## src/rtl/joystick_decoder.sv

```systemverilog
// joystick_decoder: averages per-axis ADC samples into smoothed X/Y positions,
// derives dead-zoned direction flags and reports a stale stream.
// Ports:
//   clk_in       system clock, rising edge
//   reset        asynchronous active-low reset
//   sample_in    8-bit conversion result
//   sample_ch    axis tag (0 = X, 1 = Y)
//   sample_valid one-cycle strobe qualifying sample_in/sample_ch
//   x_pos/y_pos  averaged positions
//   left/right/up/down  direction flags
//   upd          one-cycle pulse when flags or positions changed
//   stale        high while no sample arrived for TIMEOUT cycles
// Build option: define JOY_HYST_EN to release flags only inside CENTER+/-DEAD_OFF.
module joystick_decoder #(
  parameter int AVG_LOG2 = 2,
  parameter int CENTER   = 128,
  parameter int DEAD_ON  = 48,
  parameter int DEAD_OFF = 32,
  parameter int TIMEOUT  = 1000000
) (
  input  logic       clk_in,
  input  logic       reset,
  input  logic [7:0] sample_in,
  input  logic       sample_ch,
  input  logic       sample_valid,
  output logic [7:0] x_pos,
  output logic [7:0] y_pos,
  output logic       left,
  output logic       right,
  output logic       up,
  output logic       down,
  output logic       upd,
  output logic       stale
);
  localparam int WD_W = $clog2(TIMEOUT);
  localparam int AW = 8 + AVG_LOG2;
  localparam logic [9:0] C10 = 10'(CENTER);
  localparam logic [9:0] ON10 = 10'(DEAD_ON);
  localparam logic [9:0] OFF10 = 10'(DEAD_OFF);
`ifdef JOY_HYST_EN
  localparam logic HYST = 1'b1;
`else
  localparam logic HYST = 1'b0;
`endif
  typedef enum logic {S_STALE, S_RUN} state_t;
  state_t r_state, w_state_nx;
  logic [WD_W-1:0] r_wd;
  logic [AW-1:0] r_acc [2];
  logic [AVG_LOG2-1:0] r_cnt [2];
  logic [7:0] r_pos [2];
  logic [3:0] r_flags, w_flags_nx;
  logic r_upd, r_pos_chg, w_expire, w_done;
  logic [AW-1:0] w_sum;
  logic [7:0] w_avg;
  logic [9:0] w_x, w_y;
  always_ff @(posedge clk_in or negedge reset)
    if (!reset) r_state <= S_STALE;
    else r_state <= w_state_nx;
  always_comb begin
    w_expire = r_state == S_RUN && !sample_valid && r_wd == WD_W'(TIMEOUT - 1);
    w_state_nx = sample_valid ? S_RUN : (w_expire ? S_STALE : r_state);
    w_sum = r_acc[sample_ch] + AW'(sample_in);
    w_done = &r_cnt[sample_ch];
    w_avg = w_sum[AVG_LOG2 +: 8];
    w_x = {2'b0, r_pos[0]};
    w_y = {2'b0, r_pos[1]};
    // a held flag uses the release threshold, an idle one the assert threshold
    w_flags_nx[3] = w_x + (HYST && r_flags[3] ? OFF10 : ON10) <= C10;
    w_flags_nx[2] = w_x >= C10 + (HYST && r_flags[2] ? OFF10 : ON10);
    w_flags_nx[1] = w_y + (HYST && r_flags[1] ? OFF10 : ON10) <= C10;
    w_flags_nx[0] = w_y >= C10 + (HYST && r_flags[0] ? OFF10 : ON10);
  end
  always_ff @(posedge clk_in or negedge reset) begin
    if (!reset) begin
      r_wd <= '0;
      r_acc <= '{default: '0};
      r_cnt <= '{default: '0};
      r_pos <= '{default: 8'(CENTER)};
      r_flags <= '0;
      r_upd <= 1'b0;
      r_pos_chg <= 1'b0;
    end else if (w_expire) begin
      r_wd <= '0;
      r_acc <= '{default: '0};
      r_cnt <= '{default: '0};
      r_pos <= '{default: 8'(CENTER)};
      r_flags <= '0;
      r_upd <= |r_flags;
      r_pos_chg <= 1'b0;
    end else begin
      r_wd <= (sample_valid || r_state == S_STALE) ? '0 : r_wd + 1'b1;
      r_flags <= w_flags_nx;
      // a position change is announced together with the flags it produces
      r_upd <= r_pos_chg || w_flags_nx != r_flags;
      r_pos_chg <= 1'b0;
      if (sample_valid) begin
        r_acc[sample_ch] <= w_done ? '0 : w_sum;
        r_cnt[sample_ch] <= r_cnt[sample_ch] + 1'b1;
        if (w_done) begin
          r_pos[sample_ch] <= w_avg;
          r_pos_chg <= w_avg != r_pos[sample_ch];
        end
      end
    end
  end
  assign x_pos = r_pos[0];
  assign y_pos = r_pos[1];
  assign {left, right, up, down} = r_flags;
  assign upd = r_upd;
  assign stale = r_state == S_STALE;
endmodule

```

## config.mk

```make
export PLATFORM = sky130hd
export DESIGN_NAME = joystick_decoder
export DESIGN_NICKNAME = d
export VERILOG_FILES = /design/src/rtl/joystick_decoder.sv
export SDC_FILE = /design/constraint.sdc
export NUM_CORES = 1
export LEC_CHECK = 0
export ABC_AREA = 1
export CAP_MARGIN = 20
export CELL_PAD_IN_SITES_DETAIL_PLACEMENT = 1
export CELL_PAD_IN_SITES_GLOBAL_PLACEMENT = 2
export CORE_MARGIN = 4
export CORE_UTILIZATION = 34
export DETAILED_ROUTE_END_ITERATION = 6
export PLACE_DENSITY_LB_ADDON = 0.1
export SYNTH_ARGS = -nofsm -noshare
export SYNTH_HDL_FRONTEND = slang
export SYNTH_SLANG_ARGS = --single-unit
```

## constraint.sdc

```tcl
create_clock -name clk_in -period 2.65 [get_ports clk_in]
set_input_delay 0.3975 -clock clk_in [delete_from_list [all_inputs] [get_ports clk_in]]
set_output_delay 0.3975 -clock clk_in [all_outputs]
set_load 0.05 [all_outputs]
```

==> impl_metrics.yaml <==
synthesis:
  avgSynthCellArea_um2: 7.55
  syn_nets: 561
  synth-warning-count: 0
  seq_area_frac_synth_pct: 41.4
  netlist_area_um2: 4060
  post_synth_num_cell_types: 39
  ys_seq_elements: 67
  syn_inst: 538
setup_path:
  timing_worst_setup_path_type: "reg -> reg"
  timing.rr.end: "r_pos_chg"
  critical_path.max_fanout: 3
  r2r_slack_ns: 0.42
  setup.worst_path.end_class: "flip-flop"
  reg2reg_depth: 14
  rr_startpoint: "r_acc[0]"
  startpoint: "r_acc[0]"
  start_kind: "flip-flop"
  crit_required_ns: 2.86
  cp.arrival_ns: 2.44
  crit_end: "r_pos_chg"
global_routing:
  grt_pass1_wl_um: 20500
  grt_overflow_total: 0
  grt_usage_pct: 19.2
  first_global_vias: 4024
  grt_max_degree: 68
  grt_antenna_before_repair: 0
sta:
  fin_skew_ns: 0.00429
  setup_violations: 0
  drv_slew: 0
  finalHoldViolCount: 0
  rsz0062_at_grt: "false"
  slew_headroom_pct: 63.6
  finalCritPeriodShare_pct: 84.1
  period_needed_ns: 2.23
  worstMarginPinSlew_ns: 0.546
  fmax_ghz: 0.449
placement:
  port_buffers: 33
  dp.cells: 738
  place.gp.congestion: 0.849
  post-dp-hpwl_um: 9520
cells_and_area:
  finalNetCount: 629
  syn_to_final_growth_pct: 25.4
  drive_above_1_share_pct: 13.3
  fin_cells: 754
  num_antenna_cells: 0
  finalCoreUtilization_pct: 44.0
power:
  power_frac_seq_pct: 28.1
  clkPwrFrac_pct: 20.9
  p_leak_nw: 2.49
  internal_power_w: 0.00319
  peakVddDrop_uv: 375
  switchingPower_w: 0.00251
  p_sw_share_pct: 44.0
  p_per_area_nw_per_um2: 1120
  finalPower_w: 0.00571
  p_comb_share_pct: 51.0
routing:
  vias_per_cell: 5.04
  wl_per_cell_um: 16.1
  drtAntennaViolNets: 0
  first_pass_iters: 4
  drt-total-wl_um: 12100
  routed-via-count: 3801
  route.detailed.drc: 0
  drtIter0Drc: 200
cts:
  hold_buffers: 0
  clock_latency_ns: 0.33
  clock-sinks: 67
  cts.reportedPaths.clkPinSlew_ns: 0.05
  cts_buffer_depth: 2
  cts_tree: "yes"
  numCtsBuffers: 9
  cts_max_level: 3
  cts_setup_buffers: 0
  cts_root_buf: "clkbuf_16"
floorplanning:
  io-pin-count: 34
  die_area_um2: 13800
  die_width_um: 117
  die_y_um: 117
  fp.coreArea_um2: 11600
  fp-row-count: 39
  initial_core_util_pct: 35.1
hold_path:
  min_path_type: "in -> async"
run:
  max_cap_viol_count: 0
outcome:
  status: "completed"
worst min-delay path by stage:
| stage | startpoint | endpoint | slack [ns] |
|---|---|---|---|
| after CTS | reset | r_wd[9] | 0.1 |
| final | reset | r_wd[7] | 0.07 |
| after global placement | reset | r_wd[17] | 0.46 |
| after detailed placement | reset | r_wd[9] | 0.46 |
| after floorplan | reset | r_acc[0] | 0.10 |
| after global routing | reset | r_wd[9] | 0.1 |
synthesized netlist by cell type (all sizes together):
cell type / count / area (um^2)
a21o: 1 / 7.51
a21oi: 9 / 45.0
buf: 8 / 61.3
clkbuf: 8 / 32.5
dfrtp: 65 / 1630
dfstp: 2 / 52.6
fa: 1 / 20.0
ha: 10 / 125
inv: 91 / 342
nand2: 122 / 460
nand3: 47 / 240
nand3b: 2 / 15.0
nand4: 15 / 93.8
nor2: 40 / 158
nor3: 11 / 55.1
nor3b: 5 / 37.5
nor4: 5 / 37.5
o211ai: 12 / 120
o21ai: 44 / 239
o21bai: 1 / 7.51
o22ai: 14 / 87.6
o31ai: 8 / 60.1
or2: 5 / 31.3
xnor2: 6 / 52.6
xor2: 6 / 52.6
per-stage QoR:
| stage | area [um^2] | setup WS [ns] | hold WS, ns | setup TNS [ns] |
|---|---|---|---|---|
| floorplan | 4060 | 0.0118 | 0.102 | 0 |
| global placement | 4780 | -0.245 | 0.456 | -2.60 |
| detailed placement | 4780 | -0.306 | 0.455 | -4.14 |
| CTS | 5080 | 0.0366 | 0.0985 | 0 |
| global route | 5090 | 0.152 | 0.0956 | 0 |
| finish | 5090 | 0.421 | 0.0715 | 0 |
registers in the layout (all words and copies together) (netlist names):
register   flops
y_pos          8
r_flags        4
x_pos          8
r_acc         20
r_pos_chg      1
r_wd          20
r_state        1
upd            1
r_cnt          4
power by group through the flow:
stage	Sequential [W]	Clock [W]	Combinational (W)
after floorplan	0.00209	0	0.00130
after CTS	0.00161	0.00122	0.00294
after global placement	0.00161	0	0.00287
after global routing	0.00165	0.00128	0.00326
after detailed placement	0.00163	0	0.00292
final	0.00160	0.00119	0.00291
area by class of cell:
type / count / area, um^2
fillers: 1466 / 6470
multi-input cells: 364 / 1960
flip-flops and latches: 67 / 1680
repair buffers: 73 / 641
inverters: 91 / 342
clock buffers: 11 / 243
well taps: 143 / 179
clock inverters: 5 / 52.6
timing repair:
action,CTS,global route
endpoints found under the setup margin,0,13
gates resized for setup,0,4
hold endpoints to repair,0,0
critical path: stages (launching register included):
cell     delay [ns]
dfrtp_1        0.39
nand2_1        0.07
o21ai_0        0.08
ha_1           0.23
fa_2           0.38
xnor2_1        0.28
nand2_1        0.10
nand2_1        0.06
nand2_1        0.05
nor2_1         0.08
nand2_1        0.06
nor2_1         0.12
nand3_1        0.08
nor2_1         0.09
nor2_1         0.04
cells by family after synthesis:
logic type / count (synthesis) / share of synthesized area, %
compound gates: 89 / 14.0
xor+xnor: 12 / 2.59
fa+ha+maj: 11 / 3.57
buf+inv: 107 / 10.7
flops: 67 / 41.4
simple gates: 252 / 27.8
cells in the final DEF (no fill, tap or decap), types with 5 or more instances in the layout:
cell | netlist | routed
a21oi_1 | 9 | 7
buf_4 | 2 | 39
clkbuf_16 | 0 | 9
clkdlybuf4s50_1 | 0 | 31
dfrtp_1 | 65 | 65
ha_1 | 10 | 10
inv_1 | 90 | 90
nand2_1 | 121 | 121
nand3_1 | 46 | 46
nand4_1 | 15 | 15
nor2_1 | 37 | 37
nor3_1 | 11 | 11
nor3b_1 | 5 | 5
o211ai_1 | 6 | 6
o211ai_2 | 6 | 6
o21ai_0 | 38 | 38
o22ai_1 | 14 | 14
o31ai_1 | 8 | 8
xnor2_1 | 6 | 6
xor2_1 | 6 | 6
metal layers:
layer  global-route usage [%]  routed length [um]  up-vias
met1                     26.1                5830     1827
met3                     3.24                 438       12
li1                         -                   -     1899
met4                     5.43                 167        0
met5                        0                   0        -
met2                     31.4                5710       63
No activity file was read; power rests on OpenSTA's default activity.
